File: config.mk
export PLATFORM = sky130hd
export DESIGN_NAME = fp16_to_fp32_rr_arbiter
export DESIGN_NICKNAME = d
export VERILOG_FILES = /design/src/rtl/fp16_to_fp32_rr_arbiter.sv
export SDC_FILE = /design/constraint.sdc
export NUM_CORES = 1
export LEC_CHECK = 0
export ABC_CLOCK_PERIOD_IN_PS = 8100
export CAP_MARGIN = 15
export CORE_MARGIN = 5
export CORE_UTILIZATION = 33
export CTS_BUF_LIST = sky130_fd_sc_hd__clkbuf_4 sky130_fd_sc_hd__clkbuf_8
export DETAILED_ROUTE_END_ITERATION = 10
export DONT_BUFFER_PORTS = 1
export PLACE_DENSITY = 0.5
export SLEW_MARGIN = 20
export SYNTH_ARGS = -nofsm -noshare
export SYNTH_HDL_FRONTEND = slang
export SYNTH_SLANG_ARGS = --single-unit
File: constraint.sdc
create_clock -name i_clk -period 8.1 [get_ports i_clk]
set_clock_uncertainty 0.05 [all_clocks]
set_input_delay 1.215 -clock i_clk [delete_from_list [all_inputs] [get_ports i_clk]]
set_output_delay 1.215 -clock i_clk [all_outputs]
set_load 0.005 [all_outputs]
File: src/rtl/fp16_to_fp32_rr_arbiter.sv
// fp16_to_fp32_rr_arbiter: round-robin shares one fp16->fp32 converter between NUM_REQ requesters,
// returning a registered, requester-tagged fp32 result on a single valid/ready port.
module fp16_to_fp32_rr_arbiter #(
  parameter  int NUM_REQ = 4,
  parameter  int CNT_W   = 16,
  localparam int ID_W    = $clog2(NUM_REQ)
) (
  input  logic                  i_clk,
  input  logic                  i_reset,
  input  logic [NUM_REQ-1:0]    i_req_valid,
  input  logic [16*NUM_REQ-1:0] i_req_data,
  output logic [NUM_REQ-1:0]    o_req_ready,
  output logic                  o_out_valid,
  output logic [31:0]           o_out_data,
  output logic [ID_W-1:0]       o_out_id,
  input  logic                  i_out_ready,
  output logic [CNT_W-1:0]      o_conv_cnt
);
  typedef enum logic {EMPTY, FULL} state_t;
  state_t            r_state, w_state_nxt;
  logic [31:0]       r_data;
  logic [ID_W-1:0]   r_id, r_last, w_gnt, w_idx;
  logic [CNT_W-1:0]  r_cnt;
  logic              w_any, w_can_load, w_load;
  logic [15:0]       w_sel;
  logic [31:0]       w_conv;

  function automatic logic [31:0] f16_to_f32(input logic [15:0] h);
    logic [4:0] e;
    logic [9:0] m, mn;
    logic [3:0] sh;
    e  = h[14:10];
    m  = h[9:0];
    sh = 4'd0;
    // highest set bit wins: shift that brings it to bit 10
    for (int i = 0; i < 10; i++)
      if (m[i]) sh = 4'(10 - i);
    mn = m << sh;
    return (e == 5'd0) ? ((m == 10'd0) ? {h[15], 31'b0} : {h[15], 8'(113 - int'(sh)), mn, 13'b0}) :
           (e == 5'd31) ? {h[15], 8'hFF, m, 13'b0} :
           {h[15], 8'({3'b0, e}) + 8'd112, m, 13'b0};
  endfunction

  always_comb begin
    w_any = 1'b0;
    w_gnt = '0;
    w_idx = '0;
    // walk downward so the nearest requester after r_last is the final assignment
    for (int k = NUM_REQ; k >= 1; k--) begin
      w_idx = ID_W'((int'(r_last) + k) % NUM_REQ);
      if (i_req_valid[w_idx]) begin
        w_any = 1'b1;
        w_gnt = w_idx;
      end
    end
  end

  assign w_can_load = (r_state == EMPTY) | i_out_ready;
  assign w_load     = w_can_load & w_any & ~i_reset;
  assign w_sel      = i_req_data[16*w_gnt +: 16];
  assign w_conv     = f16_to_f32(w_sel);

  always_comb begin
    w_state_nxt = r_state;
    o_req_ready = '0;
    w_state_nxt = w_load ? FULL : (w_can_load ? EMPTY : r_state);
    o_req_ready = w_load ? (NUM_REQ'(1) << w_gnt) : '0;
  end

  always_ff @(posedge i_clk or posedge i_reset)
    if (i_reset) begin
      r_state <= EMPTY;
      r_data  <= '0;
      r_id    <= '0;
      r_last  <= ID_W'(NUM_REQ - 1);
      r_cnt   <= '0;
    end else begin
      r_state <= w_state_nxt;
      if (w_load) begin
        r_data <= w_conv;
        r_id   <= w_gnt;
        r_last <= w_gnt;
      end
      if (r_state == FULL && i_out_ready) r_cnt <= r_cnt + CNT_W'(1);
    end

  assign o_out_valid = (r_state == FULL);
  assign o_out_data  = r_data;
  assign o_out_id    = r_id;
  assign o_conv_cnt  = r_cnt;
endmodule

After elaboration in Yosys (flattened, before gate mapping)
Cells that the tools add are included.
Widths: inputs -> output; s select.
{ "word_totals": {"register_bits": 53, "input_bits": 71, "elab_cells": 61} }
{ "op_classes": {"reduce_logical": 4, "add_sub_neg": 7, "n_lt_le_gt_ge": 4, "bitwise": 5, "eq_ne": 1, "n_mux": 32, "shift": 3} }
{ "ops": {"columns": ["operator", "count"], "rows": [
  ["$mux 31", 3],
  ["$shiftx 64x7->16", 1],
  ["$mux 4", 11],
  ["$add 16x1->16 const B", 1],
  ["$lt 2x3->1 const B", 4],
  ["$logic_not 10->1", 1],
  ["$mux 1", 10],
  ["$shl 10x4->10", 1],
  ["$add 5x7->8 const B", 1],
  ["$bmux 1 s2", 4],
  ["$mux 2", 4],
  ["$sub 7x4->8 const A", 1],
  ["$eq 5x5->1 const B", 1],
  ["$logic_not 5->1", 1],
  ["$add 2x1->2 const B", 2],
  ["$add 2x2->2 const B", 2],
  ["$shl 1x2->4 const A", 1],
  ["$and 1x1->1", 2],
  ["$not 1->1", 2],
  ["$reduce_bool 2->1", 1],
  ["$logic_and 1x1->1", 1],
  ["$or 1x1->1", 1]
]} }

Depth between registers and ports, before layout
{ "logic_depth": {"ltp_word": 21, "ltp_mapped": 14, "mapped_depth_nobuf": 11} }

Worst setup path after synthesis
No wires, ideal clock.
{ "synth_timing": {"path_type": "input -> register", "startpoint": "input port i_req_valid[3]", "endpoint": "register r_data[15] (netlist: o_out_data[15])", "required_ps": 7924, "setup_time_ps": 126, "arrival_time_ps": 3520, "path_stages": 11, "setup_slack_ps": 4405, "cell_sequence": "nor2b_1 -> nor2_1 -> a211oi_4 -> buf_4 -> mux2_2 -> a211oi_1 -> o2bb2ai_4 -> a211oi_1 -> a211oi_2 -> a221oi_1 -> nor2_1"} }
{ "synth_between": {"elab_chain_cells": 20, "elab_cells_between_ends": 35, "cone_classes": "shift (2); mux (29); bitwise (2); reduce/logical (2)"} }
{ "synth_rtl": {"columns": ["element", "line", "text"], "rows": [
  ["start, declared", "10", "input logic [NUM_REQ-1:0] i_req_valid,"],
  ["$bmux 1 s2", "51", "if (i_req_valid[w_idx]) begin"],
  ["$mux 1 (implied by the code)", "51", null],
  ["$mux 2 (4 in a row)", "51", null],
  ["$shiftx 64x7->16", "60", "assign w_sel = i_req_data[16*w_gnt +: 16];"],
  ["$mux 4 (10 in a row)", "37", "if (m[i]) sh = 4'(10 - i);"],
  ["$shl 10x4->10", "38", "mn = m << sh;"],
  ["$mux 31 (2 in a row)", "39", "return (e == 5'd0) ? ((m == 10'd0) ? {h[15], 31'b0} : {h[15], 8'(113 - int'(sh)), mn, 13'b0}) :"],
  ["end signal, assigned", "80", "r_data <= w_conv;"],
  ["end, declared", "21", "logic [31:0] r_data;"]
]} }
Parallel ways exist; a longest one is shown, timed or not. The select of a mux whose other input is x is not followed.
A chain may end at the register's enable or synchronous reset.

Worst setup path after layout
{ "layout_timing": {"startpoint": "input port i_req_valid[3]", "endpoint": "register r_data[21] (netlist: o_out_data[21])"} }
The elaborated chain is that of the path after synthesis.

==> metrics.txt <==
status finished, final reports clean; multi-input logic area 1910 um^2; worst hold endpoint o_out_data[31]; crit start category input port; CP Capture Type flip-flop; Crit Reg-Reg Startpoint r_last[0]; Hold WS 461 ps; Worst-path clk slew roughly 80 ps; maximum buffer depth of the clock tree 2; Die ar. between 10,000 and 15,000 um^2; Flop pwr share around 34%; Starting Density around a third; Root Buffer Master clkbuf_8; reg2reg end o_out_data[21]; Post-synth EDFFs 0; largest net degree at the start of global routing 39; slowest stage delay, CP 460 ps; Routed Wire Length a little over 8000 um; Placed Cells between 400 and 500; Synth Register Bits 39; initial antenna violation count 0; Ant. Diodes 0; PortBufs 0; Synth Cell Area 3060 um^2; fillers 966; non-filler cells, final 453; R2R Setup Slk 4450 ps; syn_area_per_cell between 8 and 9 um^2; post-cts sizing count 0; crit path launch i_req_valid[3]; Synth warnings 0; post-DP HPWL 6550 um; Clk Latency, worst-skew pair 290 ps; IO Count roughly 130; worst endpoint required time 8230 ps; Layout area overhead 4.38%; global route total overflow 0; Max Slew Vio Count 0; HP Start o_out_data[31]; Top delay family on crit path compound AO/OA/AOI/OAI gates; register area 978 um^2; register area share after synthesis 32.0%; crit path DAT 4200 ps; min-delay worst type reg2reg; first-pass GRT wire length 13,400 um; critical path cell sequence nor2b_1 > o21ai_1 > and3_1 > buf_4 > a21oi_1 > a22oi_2 > o21ai_0 > a22oi_1 > mux2i_1 > mux2i_1 > o211ai_1 > nand2_1; antenna viol nets, final 0; Final Power 923 uW; highest-count cells in the layout ignoring fill and taps nand2_1, mux2i_1, dfrtp_1; Worst Setup Path Type in2reg; RSZ-0062 raised after global routing false; CTS tree done; crit path max fanout 25; Most Frequent Cell on Critical Path mux2i_1; slowest library cell on the worst path a22oi_2; commonest register cell after synthesis dfrtp_1; Die Width 106 um; Internal Pwr Total 519 uW; DR vias 2,487; layout cell share with drive strength beyond 1 ~11%; DRC Markers 0; initial drt markers 120; DR vias/cell 5.49; clock sink total 39; hold buffers post-CTS 0; most common cell after layout, fill and taps aside nand2_1; Final nets 414; relative slew slack a little under three fifths; GRT Total Usage 14.8%; Post-synth ARST share 100%; Syn Inst Count 348; drt wl/cell 18.4 um; WHS Path Cells 2; Final Hold Viols 0; combinational power share 48.7%; Leakage 0.00137 uW; Power Dens Cells 289 nW/um^2; Clock Power Share 17.8%; area of the core 9150 um^2; std cell rows 35; gpl congestion 0.949; Max-Cap Viols 0; Sw Share 43.7%; setup bufs post-CTS 0; setup TNS 0 ps; Psw 404 uW; period utilization 50.3%; Final setup viols 0; Tightest Pin Transition about 650 ps; TritonRoute pass-1 iters 4; fin crit period 4080 ps; number of global-route vias before repair 2,554; Max Fclk roughly 0.25 GHz; Synth cell types 57; H-tree depth 2; Reg2Reg Depth 12; CP bufs+invs 1; Num CTS Buffers 5; VDD IR-drop max approximately 0.090 mV; DIE HEIGHT between 100 and 150 um
-- metal layers --
metal	up-vias	GRT usage, %	share of wire (%)
li1	1211	-	-
met1	1203	17.0	40
met2	67	27.0	53
met3	6	4.19	6.4
met4	0	3.24	0.64
met5	-	0	0
-- cell families (layout without fill, tap and decap cells) --
family / after synthesis / count (layout) / synth area share, %
simple gates: 121 / 121 / 18.4
buf+inv: 35 / 17 / 7.04
mux: 49 / 49 / 16.5
compound gates: 85 / 85 / 20.5
fa+ha+maj: 2 / 2 / 0.819
other cells: 1 / 13 / 0.123
flops: 39 / 39 / 32.0
xor+xnor: 16 / 16 / 4.58
-- stage by stage --
| stage | utilization [%] | instance area, um^2 | worst slack, ps |
|---|---|---|---|
| CTS | 34.7 | 3180 | 3850 |
| global placement | 33.5 | 3070 | 3580 |
| detailed placement | 33.5 | 3070 | 3540 |
| floorplan | - | 3100 | 4400 |
| finish | 34.9 | 3190 | 4020 |
| global route | 34.9 | 3190 | 3730 |
-- cell type report --
class                      count  area share, %
multi-input combinational    286           59.8
sequential                    39           30.7
clock inverter                 3           1.37
tap                          111           4.35
inverter                       5          0.588
clock buffer                   5           2.16
timing repair buffer           4           1.06
-- registers in the layout, indices dropped and copies added, names as in the netlist --
register	count
o_conv_cnt	16
o_out_data	18
o_out_id	2
o_out_valid	1
r_last	2
-- how the worst max path moves through the flow --
stage / end / slack [ps] / cells past startpoint
3_3_place_gp: o_out_data[16] / 3580 / 10
4_1_cts: o_out_data[26] / 3850 / 11
3_5_place_dp: o_out_data[26] / 3540 / 11
2_1_floorplan: o_out_data[15] / 4400 / 11
5_1_grt: o_out_data[21] / 3730 / 12
6_report: o_out_data[21] / 4020 / 12
-- power by group through the flow --
| stage | clock (uW) | combinational, uW | sequential [uW] |
|---|---|---|---|
| 2_1_floorplan | 0 | 376 | 293 |
| 3_3_place_gp | 0 | 446 | 316 |
| 4_1_cts | 170 | 447 | 313 |
| 5_1_grt | 176 | 500 | 321 |
| 3_5_place_dp | 0 | 445 | 317 |
| 6_report | 164 | 449 | 309 |
-- cell usage after synthesis (3+ instances only) --
library cell	count	area, um^2
a211oi_1	3	22.5
a21o_1	4	30.0
a21oi_1	14	70.1
a22oi_1	4	30.0
and2_1	5	31.3
and3_1	4	25.0
buf_4	16	120
buf_6	3	33.8
clkbuf_1	10	37.5
dfrtp_1	37	926
inv_1	3	11.3
mux2_2	12	135
mux2i_1	37	370
nand2_1	39	146
nand2b_1	4	25.0
nand3_1	14	70.1
nand4_1	4	25.0
nor2_1	35	131
nor3_1	8	40.0
o211ai_1	7	52.6
o21a_1	4	30.0
o21ai_0	22	110
o21ai_1	4	20.0
xnor2_1	13	114
xor2_1	3	26.3
-- worst min-delay path: stages, from the launching register on --
cell,delay [ps]
dfrtp_1,370
nand2_1,50
o21ai_0,60
Note: power is estimated with default switching activity, not from simulation.
